## src/rtl/ahb_lite_master_bridge_pkg.sv

```systemverilog
// Shared AHB-Lite encodings, bridge FSM states and the command legality rule.
package ahb_lite_master_bridge_pkg;

  localparam logic [1:0] HTRANS_IDLE   = 2'b00;
  localparam logic [1:0] HTRANS_NONSEQ = 2'b10;
  localparam logic [2:0] HSIZE_BYTE    = 3'b000;
  localparam logic [2:0] HSIZE_HALF    = 3'b001;
  localparam logic [2:0] HSIZE_WORD    = 3'b010;
  localparam logic [2:0] HBURST_SINGLE = 3'b000;

  typedef enum logic [2:0] {
    ST_IDLE = 3'd0,
    ST_ADDR = 3'd1,
    ST_DATA = 3'd2,
    ST_ERR2 = 3'd3,
    ST_RESP = 3'd4
  } state_t;

  // Only byte/half/word sizes exist on this 32-bit bus, and each must be naturally aligned.
  function automatic logic cmd_is_legal(input logic [2:0] size, input logic [1:0] addr_lsb);
    logic ok;
    case (size)
      HSIZE_BYTE: ok = 1'b1;
      HSIZE_HALF: ok = ~addr_lsb[0];
      HSIZE_WORD: ok = (addr_lsb == 2'b00);
      default:    ok = 1'b0;
    endcase
    return ok;
  endfunction

endpackage

```

## src/rtl/ahb_lite_master_bridge_wait_timer.sv

```systemverilog
// Loadable down-counter for data-phase wait states; o_expired pulses on the final counted cycle.
module ahb_lite_master_bridge_wait_timer #(
  parameter int LOAD_VALUE = 1024
) (
  input  logic i_clk,
  input  logic i_rst,
  input  logic i_load,
  input  logic i_dec,
  output logic o_expired
);

  localparam int W = $clog2(LOAD_VALUE + 1);

  logic [W-1:0] r_count;

  always_ff @(posedge i_clk or posedge i_rst) begin
    if (i_rst) begin
      r_count <= '0;
    end else if (i_load) begin
      r_count <= W'(LOAD_VALUE);
    end else if (i_dec && (r_count != '0)) begin
      r_count <= r_count - 1'b1;
    end
  end

  assign o_expired = i_dec && (r_count == W'(1));

endmodule

```

## src/rtl/ahb_lite_master_bridge.sv

```systemverilog
// Single-outstanding AHB-Lite master: one command in, one SINGLE transfer out, one response back.
// Define AHB_MASTER_TIMEOUT_EN to abort data phases that stall for TIMEOUT_CYCLES cycles.
module ahb_lite_master_bridge
  import ahb_lite_master_bridge_pkg::*;
#(
  parameter int         TIMEOUT_CYCLES = 1024,
  parameter logic [3:0] HPROT_VALUE    = 4'b0011
) (
  input  logic        HCLK,
  input  logic        HRESET,
  input  logic        cmd_valid,
  output logic        cmd_ready,
  input  logic        cmd_write,
  input  logic [31:0] cmd_addr,
  input  logic [2:0]  cmd_size,
  input  logic [31:0] cmd_wdata,
  output logic        rsp_valid,
  input  logic        rsp_ready,
  output logic [31:0] rsp_rdata,
  output logic        rsp_err,
  output logic [31:0] HADDR,
  output logic [2:0]  HBURST,
  output logic        HMASTLOCK,
  output logic [3:0]  HPROT,
  output logic [2:0]  HSIZE,
  output logic [1:0]  HTRANS,
  output logic [31:0] HWDATA,
  output logic        HWRITE,
  input  logic [31:0] HRDATA,
  input  logic        HREADY,
  input  logic        HRESP,
  output logic [2:0]  o_dbg_state
);

  // Both streams are valid/ready: a beat transfers on the rising edge where valid and ready are
  // both high; the producer holds valid and payload stable until then.

  state_t      r_state;
  state_t      w_next;
  logic        r_out_of_reset;
  logic [31:0] r_addr;
  logic [2:0]  r_size;
  logic        r_write;
  logic [31:0] r_wdata;
  logic [31:0] r_rsp_rdata;
  logic        r_rsp_err;

  logic        w_legal;
  logic        w_capture_cmd;
  logic        w_capture_rsp;
  logic        w_rsp_err_nx;
  logic [31:0] w_rsp_rdata_nx;
  logic        w_timeout;

  assign w_legal = cmd_is_legal(cmd_size, cmd_addr[1:0]);

`ifdef AHB_MASTER_TIMEOUT_EN
  logic w_timer_load;
  logic w_wait_tick;

  assign w_timer_load = w_capture_cmd && w_legal;
  assign w_wait_tick  = ((r_state == ST_DATA) || (r_state == ST_ERR2)) && !HREADY;

  ahb_lite_master_bridge_wait_timer #(
    .LOAD_VALUE (TIMEOUT_CYCLES)
  ) u_wait_timer (
    .i_clk     (HCLK),
    .i_rst     (HRESET),
    .i_load    (w_timer_load),
    .i_dec     (w_wait_tick),
    .o_expired (w_timeout)
  );
`else
  logic w_unused_timeout_cfg;
  assign w_unused_timeout_cfg = ^TIMEOUT_CYCLES;
  assign w_timeout = 1'b0;
`endif

  always_ff @(posedge HCLK or posedge HRESET) begin
    if (HRESET) begin
      r_state        <= ST_IDLE;
      r_out_of_reset <= 1'b0;
    end else begin
      r_state        <= w_next;
      r_out_of_reset <= 1'b1;
    end
  end

  always_comb begin
    w_next         = r_state;
    w_capture_cmd  = 1'b0;
    w_capture_rsp  = 1'b0;
    w_rsp_err_nx   = 1'b0;
    w_rsp_rdata_nx = 32'h0;
    case (r_state)
      ST_IDLE: begin
        if (cmd_valid && r_out_of_reset) begin
          w_capture_cmd = 1'b1;
          if (w_legal) begin
            w_next = ST_ADDR;
          end else begin
            w_next        = ST_RESP;
            w_capture_rsp = 1'b1;
            w_rsp_err_nx  = 1'b1;
          end
        end
      end
      ST_ADDR: begin
        if (HREADY) w_next = ST_DATA;
      end
      ST_DATA: begin
        if (HREADY) begin
          // An ERROR that arrives without the first wait cycle is still an error completion.
          w_next         = ST_RESP;
          w_capture_rsp  = 1'b1;
          w_rsp_err_nx   = HRESP;
          w_rsp_rdata_nx = (!r_write && !HRESP) ? HRDATA : 32'h0;
        end else if (w_timeout) begin
          w_next        = ST_RESP;
          w_capture_rsp = 1'b1;
          w_rsp_err_nx  = 1'b1;
        end else if (HRESP) begin
          w_next = ST_ERR2;
        end
      end
      ST_ERR2: begin
        if (HREADY || w_timeout) begin
          w_next        = ST_RESP;
          w_capture_rsp = 1'b1;
          w_rsp_err_nx  = 1'b1;
        end
      end
      ST_RESP: begin
        if (rsp_ready) w_next = ST_IDLE;
      end
      default: w_next = ST_IDLE;
    endcase
  end

  always_ff @(posedge HCLK or posedge HRESET) begin
    if (HRESET) begin
      r_addr      <= 32'h0;
      r_size      <= HSIZE_BYTE;
      r_write     <= 1'b0;
      r_wdata     <= 32'h0;
      r_rsp_rdata <= 32'h0;
      r_rsp_err   <= 1'b0;
    end else begin
      if (w_capture_cmd) begin
        r_addr  <= cmd_addr;
        r_size  <= cmd_size;
        r_write <= cmd_write;
        r_wdata <= cmd_wdata;
      end
      if (w_capture_rsp) begin
        r_rsp_rdata <= w_rsp_rdata_nx;
        r_rsp_err   <= w_rsp_err_nx;
      end
    end
  end

  assign cmd_ready   = (r_state == ST_IDLE) && r_out_of_reset;
  assign rsp_valid   = (r_state == ST_RESP);
  assign rsp_rdata   = r_rsp_rdata;
  assign rsp_err     = r_rsp_err;

  assign HTRANS      = (r_state == ST_ADDR) ? HTRANS_NONSEQ : HTRANS_IDLE;
  assign HADDR       = r_addr;
  assign HSIZE       = r_size;
  assign HWRITE      = r_write;
  assign HWDATA      = ((r_state == ST_DATA) && r_write) ? r_wdata : 32'h0;
  assign HBURST      = HBURST_SINGLE;
  assign HMASTLOCK   = 1'b0;
  assign HPROT       = HPROT_VALUE;
  assign o_dbg_state = r_state;

endmodule
```

## config.mk

```make
export PLATFORM = sky130hd
export DESIGN_NAME = ahb_lite_master_bridge
export DESIGN_NICKNAME = d
export VERILOG_FILES = /design/src/rtl/ahb_lite_master_bridge_pkg.sv /design/src/rtl/ahb_lite_master_bridge_wait_timer.sv /design/src/rtl/ahb_lite_master_bridge.sv
export SDC_FILE = /design/constraint.sdc
export NUM_CORES = 1
export LEC_CHECK = 0
export ABC_AREA = 1
export ABC_CLOCK_PERIOD_IN_PS = 4100
export CAP_MARGIN = 20
export CORE_ASPECT_RATIO = 1.5
export CORE_MARGIN = 3
export CORE_UTILIZATION = 40
export DETAILED_ROUTE_END_ITERATION = 8
export GPL_ROUTABILITY_DRIVEN = 0
export GPL_TIMING_DRIVEN = 0
export PLACE_DENSITY_LB_ADDON = 0.3
export SYNTH_ARGS = -nofsm -noshare
export SYNTH_HDL_FRONTEND = slang
export SYNTH_HIERARCHICAL = 1
export SYNTH_SLANG_ARGS = --single-unit
```

## constraint.sdc

```tcl
create_clock -name HCLK -period 4.1 [get_ports HCLK]
set_input_delay 1.025 -clock HCLK [delete_from_list [all_inputs] [get_ports HCLK]]
set_output_delay 1.025 -clock HCLK [all_outputs]
set_load 0.005 [all_outputs]
```

==> metrics.md <==
| Metric | Value |
|---|---|
| Internal Power | `~2.7 mW` |
| Sw frac | `31.4%` |
| Post-synth EDFFs | `0` |
| Clock power share | `21.1%` |
| Fmax | `0.299 GHz` |
| # rows | `46` |
| Area leader, netlist | `dfrtp_1` |
| Hold_buf cts | `0` |
| # diodes | `0` |
| TritonRoute pass-1 iters | `4` |
| Pleak | `about 3.5 nW` |
| Worst min-delay path startpoint | `HADDR[5]$_DFFE_PP0P_` |
| Avg Cell Area, Syn | `between 8 and 9 um2` |
| IO Port Bufs | `212` |
| Combinational power share | `around 38%` |
| Psw | `1.25 mW` |
| First-pass GRT wire length | `a little over 20 mm` |
| Ranking of synthesized cells by area | `dfrtp_1 59%, nand2_1 18%, nand3_1 4.6%` |
| I/O Pins | `roughly 220` |
| Status | `finished clean` |
| Initial Util | `41.7%` |
| Commonest cells in the synthesized netlist | `215 x nand2_1, 105 x dfrtp_1, 48 x inv_1` |
| CTS Sinks | `105` |
| Crit path to | `HWDATA[29]` |
| Post-route ant nets | `0` |
| R2r setup slk | `2530 ps` |
| YS warnings | `6` |
| Critical path type | `flip-flop to output port` |
| Die ar. | `between 10,000 and 15,000 um2` |
| Via-to-Cell Ratio | `4.59` |
| Total congestion overflow | `0` |
| Die X | `~90 um` |
| Largest net degree at the start of global routing | `57` |
| Dominant synthesized flop cell | `dfrtp_1` |
| Pins Over Slew Limit | `0` |
| Vias in the first global route | `approximately 4,200` |
| Critical path origin | `o_dbg_state[2]$_DFFE_PP0P_` |
| Gr usage total | `20.7%` |
| Final Util | `66.4%` |
| Fin crit share | `81.6%` |
| Min Tclk post-route | `3340 ps` |
| Nets | `870` |
| Max cap viols | `0` |
| CTS Buf Count | `9` |
| Unrepaired setup endpoints after global routing | `false` |
| Worst Hold Class | `flip-flop to flip-flop` |
| Final setup viols | `0` |
| Clock transition at the registers of the reported paths | `70 ps` |
| Most frequent cell after synthesis | `nand2_1` |
| Post-synthesis register bit count | `105` |
| Worst Path Required | `3070 ps` |
| Routed WL | `12.7 mm` |
| FF-to-FF End | `rsp_rdata[2]$_DFFE_PP0P_` |
| Fill cell count | `888` |
| Root buf cell | `clkbuf_16` |
| H-Tree Depth | `3` |
| Peak VDD IR | `266 uV` |
| Final Hold Viols | `0` |
| Gate Count Post-Synth | `532` |
| Post-synthesis cell type count | `21` |
| Reg2Reg Depth | `7` |
| R2r startpoint | `o_dbg_state[1]$_DFFE_PP0P_` |
| Clock Latency Late Sink | `340 ps` |
| Final Non-Filler Cells | `912` |
| CTS tree | `done` |
| Via count | `4,188` |
| CP startpoint kind | `flip-flop` |
| Post-route setup slack | `756 ps` |
| Setup Buffers After CTS | `0` |
| Share of cells above drive strength 1 | `6.51%` |
| Dpl hpwl | `10.0 mm` |
| Clock tree buffer depth | `2` |
| Worst setup EP type | `output port` |
| DR iter-0 viols | `roughly 140` |
| Placement Setup Slack | `roughly 1100 ps` |
| Worst Skew | `6.23 ps` |
| Fraction of registers with async set/reset | `100%` |
| Height of the die | `roughly 140 um` |
| Seq pwr share | `about 40%` |
| Post-synthesis cell area | `4460 um2` |
| Power density cells | `roughly 560 nW/um2` |
| Synth top area share | `58.9%` |
| Total Power | `3.99 mW` |
| Core area | `10,700 um2` |
| Residual DRC count | `0` |
| Crit-path max FO | `10` |
| Slew at the pin with the worst max-slew slack | `621 ps` |
| Area growth from synthesis to layout | `59.3%` |
| Rel. slew slack | `58.6%` |
| Placed Instances | `between 800 and 900` |
| Worst endpoint data arrival time | `2320 ps` |
| Routed WL per cell | `13.9 um` |
| Initial antenna violation count | `0` |
| Sequential share of the synthesized area | `58.9%` |
| Post-cts sizing count | `0` |
## power groups by stage
stage	Clock, mW	Combinational [mW]	Sequential [mW]
6_report	0.844	1.51	1.64
5_1_grt	0.901	1.69	1.69
4_1_cts	0.867	1.54	1.64
3_5_place_dp	0	1.53	1.66
3_3_place_gp	0	1.49	1.64
2_1_floorplan	0	0.616	1.66
## placed cells by master, fill, tap and decap left out, types with 6 or more instances in the layout
master,Yosys,layout
nand3_1,41,41
nor2_1,40,40
nand2_1,215,215
conb_1,2,10
buf_4,11,11
buf_2,12,12
clkbuf_16,0,9
clkdlybuf4s50_1,0,212
clkbuf_1,5,6
inv_1,48,47
dfrtp_1,105,105
o21ai_0,35,35
## critical path, stage by stage (launching register included)
cell             delay [ps]
dfrtp_1                 390
inv_1                   180
nand2_1                 130
nor2_1                  180
nand2_1                 170
clkbuf_1                250
nor2_1                  150
clkdlybuf4s50_1         510
## state kept, by name, indices dropped and copies added, names as in the netlist
name	count
HADDR	32
HSIZE	3
HWRITE	1
o_dbg_state	3
r_out_of_reset	1
r_wdata	32
rsp_err	1
rsp_rdata	32
## stage by stage
stage,hold slack [ps],instance area (um2),setup TNS [ps]
after floorplan,465,4490,0
after detailed placement,457,6820,0
final,472,7110,0
after CTS,474,7110,0
after global routing,492,7110,0
after global placement,455,6790,-119880
## area by class of cell
cell class	count	area [um2]	share of cell area (%)
flip-flops and latches	105	2630	37.0
repair buffers	213	2150	30.2
multi-input cells	351	1460	20.6
clock buffers	10	229	3.22
plain buffers	35	218	3.06
inverters	49	186	2.62
well taps	144	180	2.53
clock inverters	5	56.3	0.792
## cells by family (layout without fill, tap and decap cells)
logic type	after synthesis	in the layout	share of synthesized area (%)
AOI/OAI and AO/OA	37	37	4.26
other	2	10	0.168
DFF	105	105	58.9
buffers and inverters	84	312	9.00
and+or+nand+nor	304	304	27.7
## how the worst min path moves through the flow
stage	endpoint	slack (ps)	cells past startpoint
floorplan	HADDR[0]$_DFFE_PP0P_	460	2
global placement	HADDR[12]$_DFFE_PP0P_	450	2
detailed placement	HADDR[30]$_DFFE_PP0P_	460	2
CTS	HADDR[30]$_DFFE_PP0P_	470	2
global route	HADDR[25]$_DFFE_PP0P_	490	2
finish	HADDR[5]$_DFFE_PP0P_	470	2
## per-layer routing
metal | vias up | share of wire (%) | track usage (%)
li1 | 2057 | - | -
met1 | 1963 | 37 | 22.9
met2 | 152 | 53 | 37.4
met3 | 16 | 8.3 | 6.67
met4 | 0 | 1.6 | 6.45
met5 | - | 0 | 0
Note: power is estimated with default switching activity, not from simulation.
